`src/rtl/registers_term_multi.sv`:
```
// rtl/registers_term_multi.sv - register-cycle terminator with per-channel wait states and HOLD stall (optional REGTERM_TIMEOUT_EN)
module registers_term_multi #(
    parameter int                NCH       = 4,
    parameter int                CW        = 4,
    parameter logic [NCH*CW-1:0] WAIT_RD   = {NCH{CW'(3)}},
    parameter logic [NCH*CW-1:0] WAIT_WR   = {NCH{CW'(3)}},
    parameter int                TO_CYCLES = 64,
    parameter int                TOW       = 7
) (
    input  logic           CPUCLK,
    input  logic           RST_,
    input  logic           AS_,
    input  logic           R_W,
    input  logic [NCH-1:0] CS_,
    input  logic [NCH-1:0] HOLD,
    output logic           REG_DSK_,
    output logic           BERR_,
    output logic [NCH-1:0] ACTIVE_CH,
    output logic           CYC_DONE
);

    typedef enum logic [1:0] {ST_IDLE, ST_COUNT, ST_ACK} state_t;

    state_t         state, state_nxt;
    logic [CW-1:0]  count, count_nxt;
    logic           reg_dsk_nxt;
    logic           cyc_done_nxt;
    logic [NCH-1:0] active_nxt;
    logic [NCH-1:0] sel_oh;
    logic [CW-1:0]  sel_wait;
    logic           hold_act;

`ifdef REGTERM_TIMEOUT_EN
    logic [TOW-1:0] to_cnt, to_cnt_nxt;
    logic           berr_nxt;
    logic           to_hit;

    assign to_hit = (to_cnt == TOW'(TO_CYCLES - 1));
`else
    logic unused_cfg;

    assign unused_cfg = ^{TO_CYCLES[0], TOW[0]};
    assign BERR_      = 1'b1;
`endif

    // Lowest-index asserted select wins; scan from the top so the last hit is the lowest.
    always_comb begin
        sel_oh   = '0;
        sel_wait = '0;
        for (int i = NCH - 1; i >= 0; i--) begin
            if (!CS_[i]) begin
                sel_oh   = NCH'(1) << i;
                sel_wait = R_W ? WAIT_RD[i*CW +: CW] : WAIT_WR[i*CW +: CW];
            end
        end
    end

    assign hold_act = |(HOLD & ACTIVE_CH);

    always_comb begin
        state_nxt    = state;
        count_nxt    = count;
        reg_dsk_nxt  = REG_DSK_;
        active_nxt   = ACTIVE_CH;
        cyc_done_nxt = 1'b0;
`ifdef REGTERM_TIMEOUT_EN
        to_cnt_nxt   = to_cnt;
        berr_nxt     = BERR_;
`endif
        case (state)
            ST_IDLE: begin
                if (!AS_ && (|sel_oh)) begin
                    state_nxt  = ST_COUNT;
                    active_nxt = sel_oh;
                    count_nxt  = sel_wait;
`ifdef REGTERM_TIMEOUT_EN
                    to_cnt_nxt = '0;
`endif
                end
            end
            ST_COUNT: begin
                if (AS_) begin
                    state_nxt  = ST_IDLE;
                    active_nxt = '0;
                    count_nxt  = '0;
                end else if (hold_act) begin
`ifdef REGTERM_TIMEOUT_EN
                    if (to_hit) begin
                        berr_nxt  = 1'b0;
                        state_nxt = ST_ACK;
                    end else begin
                        to_cnt_nxt = to_cnt + TOW'(1);
                    end
`endif
                end else if (count != '0) begin
                    count_nxt = count - CW'(1);
                end else begin
                    reg_dsk_nxt = 1'b0;
                    state_nxt   = ST_ACK;
                end
            end
            ST_ACK: begin
                if (AS_) begin
                    // Only a real acknowledge reports completion; a timed-out cycle does not.
                    cyc_done_nxt = !REG_DSK_;
                    reg_dsk_nxt  = 1'b1;
                    active_nxt   = '0;
                    count_nxt    = '0;
                    state_nxt    = ST_IDLE;
`ifdef REGTERM_TIMEOUT_EN
                    berr_nxt     = 1'b1;
`endif
                end
            end
            default: begin
                state_nxt   = ST_IDLE;
                count_nxt   = '0;
                reg_dsk_nxt = 1'b1;
                active_nxt  = '0;
            end
        endcase
    end

    always_ff @(posedge CPUCLK or negedge RST_) begin
        if (!RST_) begin
            state     <= ST_IDLE;
            count     <= '0;
            REG_DSK_  <= 1'b1;
            ACTIVE_CH <= '0;
            CYC_DONE  <= 1'b0;
        end else begin
            state     <= state_nxt;
            count     <= count_nxt;
            REG_DSK_  <= reg_dsk_nxt;
            ACTIVE_CH <= active_nxt;
            CYC_DONE  <= cyc_done_nxt;
        end
    end

`ifdef REGTERM_TIMEOUT_EN
    always_ff @(posedge CPUCLK or negedge RST_) begin
        if (!RST_) begin
            to_cnt <= '0;
            BERR_  <= 1'b1;
        end else begin
            to_cnt <= to_cnt_nxt;
            BERR_  <= berr_nxt;
        end
    end
`endif

endmodule

```
`config.mk`:
```
export PLATFORM = sky130hd
export DESIGN_NAME = registers_term_multi
export DESIGN_NICKNAME = d
export VERILOG_FILES = /design/src/rtl/registers_term_multi.sv
export SDC_FILE = /design/constraint.sdc
export NUM_CORES = 1
export LEC_CHECK = 0
export BUFFER_PORTS_ARGS = -buffer_cell sky130_fd_sc_hd__buf_4
export CAP_MARGIN = 10
export CORE_MARGIN = 3
export CORE_UTILIZATION = 50
export CTS_CLUSTER_DIAMETER = 80
export DETAILED_ROUTE_END_ITERATION = 12
export PLACE_DENSITY = 0.83
export RECOVER_POWER = 25
export REMOVE_ABC_BUFFERS = 1
export SLEW_MARGIN = 20
export SYNTH_ARGS = -nofsm -noshare
export SYNTH_HDL_FRONTEND = slang
export SYNTH_SLANG_ARGS = --single-unit
```
`constraint.sdc`:
```
create_clock -name CPUCLK -period 2 [get_ports CPUCLK]
set_input_delay 0.4 -clock CPUCLK [delete_from_list [all_inputs] [get_ports CPUCLK]]
set_output_delay 0.4 -clock CPUCLK [all_outputs]
set_load 0.05 [all_outputs]
```
==> flow_metrics.env <==
export IMPL_status="finished, final reports clean"
export IMPL_synth_cells=74
export IMPL_post_route_drc_count=0
export IMPL_synth_cell_types=27
export IMPL_rows=13
export IMPL_drive_gt1_share_pct=25.5
export IMPL_yosysMostFrequentCell="dfrtp_1"
export IMPL_post_cts_setup_buffers=0
export IMPL_ctsResizeCount=0
export IMPL_startpoint_type="flip-flop"
export IMPL_grt_max_degree=13
export IMPL_dr_total_vias=647
export IMPL_h_tree_depth=1
export IMPL_first_pass_iters=5
export IMPL_ys_ff_latch=12
export IMPL_nets=112
export IMPL_min_period_over_period_pct=85.9
export IMPL_vias_per_cell=5.94
export IMPL_max_slew_margin_pct=56.3
export IMPL_clkSinkCount=12
export IMPL_portBuffers=16
export IMPL_async_flop_share_pct=100
export IMPL_synth_common_cells="11 x dfrtp_1, 9 x nand2_1, 7 x inv_1"
export IMPL_dieArea_mm2=0.00197
export IMPL_cp_num_buf_inv=2
export IMPL_p_comb_share_pct=56.3
export IMPL_clk_transition_reported_paths_ns=0.07
export IMPL_synth_seq_area_share_pct=40.9
export IMPL_drt_wirelength_per_cell_um=13.6
export IMPL_slew_violations=0
export IMPL_drv_cap=0
export IMPL_p_sw_share_pct=45.8
export IMPL_rsz0062_at_grt="no"
export IMPL_tns_ns=0
export IMPL_synthTopCellsByArea="dfrtp_1 37%, ha_1 8.5%, o31ai_1 6.1%"
export IMPL_power_switching_mw=0.577
export IMPL_setup_viol=0
export IMPL_nFillCells=110
export IMPL_grt_remaining_overflow=0
export IMPL_dp_final_hpwl_mm=1.17
export IMPL_wl_met3_um=110
export IMPL_clockBufferDepth=2
export IMPL_ir_drop_uv=759
export IMPL_fin_ws_ns=0.282
export IMPL_crit_family="compound AO/OA/AOI/OAI gates"
export IMPL_multiInputGateArea_um2=402
export IMPL_worst_path_most_repeated_cell="inv_1"
export IMPL_synth_area_per_cell_um2=9.96
export IMPL_antenna_found_initial=0
export IMPL_dp_slack_ns=0.307
export IMPL_track_usage_pct=17.8
export IMPL_wl_mm=1.48
export IMPL_root_buffer="clkbuf_4"
export IMPL_end_kind="flip-flop"
export IMPL_synthFlopType="dfrtp_1"
export IMPL_seqPwrFrac_pct=31.7
export IMPL_crit_path_cell_trace="inv_1, ha_1, inv_1, o21ai_0, a21oi_1, o22a_1"
export IMPL_grt_pass1_wl_mm=2.48
export IMPL_start_util_pct=55.3
export IMPL_met1_length_um=643
export IMPL_p_leak_nw=0.459
export IMPL_coreArea_mm2=0.00133
export IMPL_finClkSkew_ns=0.000817
export IMPL_cellPowerDensity_mw_per_mm2=1400
export IMPL_crit_type="reg2reg"
export IMPL_cp_slowest_stage_delay_ns=0.46
export IMPL_fin_crit_ns=1.72
export IMPL_intPower_mw=0.682
export IMPL_power_share_clock_pct=12.0
export IMPL_hp_class="in2reg"
export IMPL_fmax_mhz=582
export IMPL_synth_edf_count=0
export IMPL_drt_iter0_drc=18
export IMPL_die_w_um=44.4
export IMPL_ios=19
export IMPL_worst_slew_pin_slew_ns=0.655
export IMPL_grt_pass1_vias=567
export IMPL_diodes=0
export IMPL_worst_path_max_delay_cell="o21ai_0"
export IMPL_worstPathRequired_ns=2.16
export IMPL_synth_top_area_share_pct=37.4
export IMPL_clk_latency_ns=0.27
export IMPL_wl_met2_um=696
export IMPL_die_y_um=44.4
export IMPL_top_layer="met4"
export IMPL_ant_nets=0
export IMPL_cts_tree="done"
export IMPL_yosysTopAreaCell="dfrtp_1"
export IMPL_syn_to_final_growth_pct=22.2
export IMPL_cp_max_fo=5
export IMPL_yosys_warnings=0
export IMPL_worstPathArrival_ns=1.88
export IMPL_regArea_um2=302
export IMPL_gp_congestion=0.808
export IMPL_syn_cell_area_um2=737
export IMPL_hold_viol_final=0
export IMPL_cts_made_buffers=3
registers in the layout, indices dropped and copies added, names as in the netlist:
signal / cells
ACTIVE_CH: 4
REG_DSK_: 1
state: 2
count: 4
CYC_DONE: 1
repair_timing:
action	CTS	global route
hold endpoints to repair	11	0
setup endpoints to repair	0	0
hold buffers	1	0
layer usage:
metal | vias up | GRT usage, %
met5 | - | 0
met4 | 0 | 9.04
met3 | 6 | 7.32
met2 | 22 | 27.0
met1 | 306 | 21.5
li1 | 313 | -
worst paths after layout:
| path | startpoint | end | slack, ns | depth (start not counted) |
|---|---|---|---|---|
| setup reg to reg | state[0] | count[0] | 0.28 | 6 |
| max in group asynchronous | RST_ | count[2] | 0.92 | 2 |
| setup / recovery | state[0] | count[0] | 0.28 | 6 |
| hold / removal | CS_[3] | ACTIVE_CH[3] | 0.32 | 2 |
| hold reg to reg | count[3] | count[3] | 0.49 | 1 |
| min in group asynchronous | RST_ | ACTIVE_CH[1] | 0.66 | 2 |
cells by family (layout without fill, tap and decap cells):
group                      after synthesis  after routing  synth area share [%]
AOI/OAI and AO/OA                       28             28                  29.9
and+or+nand+nor                         20             20                  15.6
DFF                                     12             12                  40.9
buffers and inverters                    8             28                  4.59
adders and majority gates                5              5                  8.49
other                                    1              1                 0.509
power by group through the flow:
stage	registers [mW]	logic [mW]	clock network, mW
3_5_place_dp	0.401	0.704	0
3_3_place_gp	0.400	0.685	0
2_1_floorplan	0.502	0.429	0
5_1_grt	0.409	0.789	0.169
6_report	0.399	0.708	0.152
4_1_cts	0.396	0.708	0.158
layout by cell type (no fill, tap or decap), types with 2 or more instances in the layout:
master and count:
dfrtp_1 11, o21ai_0 5, o31ai_1 6, nand2b_1 2
nand3_1 3, nand2_1 9, a31oi_1 4, o22a_1 2
a21oi_1 3, clkbuf_4 3, a22oi_4 2, buf_4 15
inv_1 7, ha_1 5, clkbuf_1 2
per-stage QoR:
step / utilization (%) / hold slack (ns) / total power [mW] / area, um^2 / cells
floorplan: - / 0.104 / 0.931 / 729 / 73
global route: 67.5 / 0.313 / 1.37 / 901 / 109
detailed placement: 65.1 / 0.246 / 1.10 / 868 / 104
global placement: 65.1 / 0.243 / 1.08 / 868 / 104
finish: 67.5 / 0.321 / 1.26 / 901 / 109
CTS: 67.8 / 0.316 / 1.26 / 905 / 109
cell type report:
class | count | share of cell area, %
flip-flops and latches | 12 | 33.5
well taps | 15 | 2.08
multi-input cells | 54 | 44.6
inverters | 7 | 2.92
repair buffers | 17 | 14.0
clock buffers | 4 | 2.92
No activity file was read; power rests on OpenSTA's default activity.
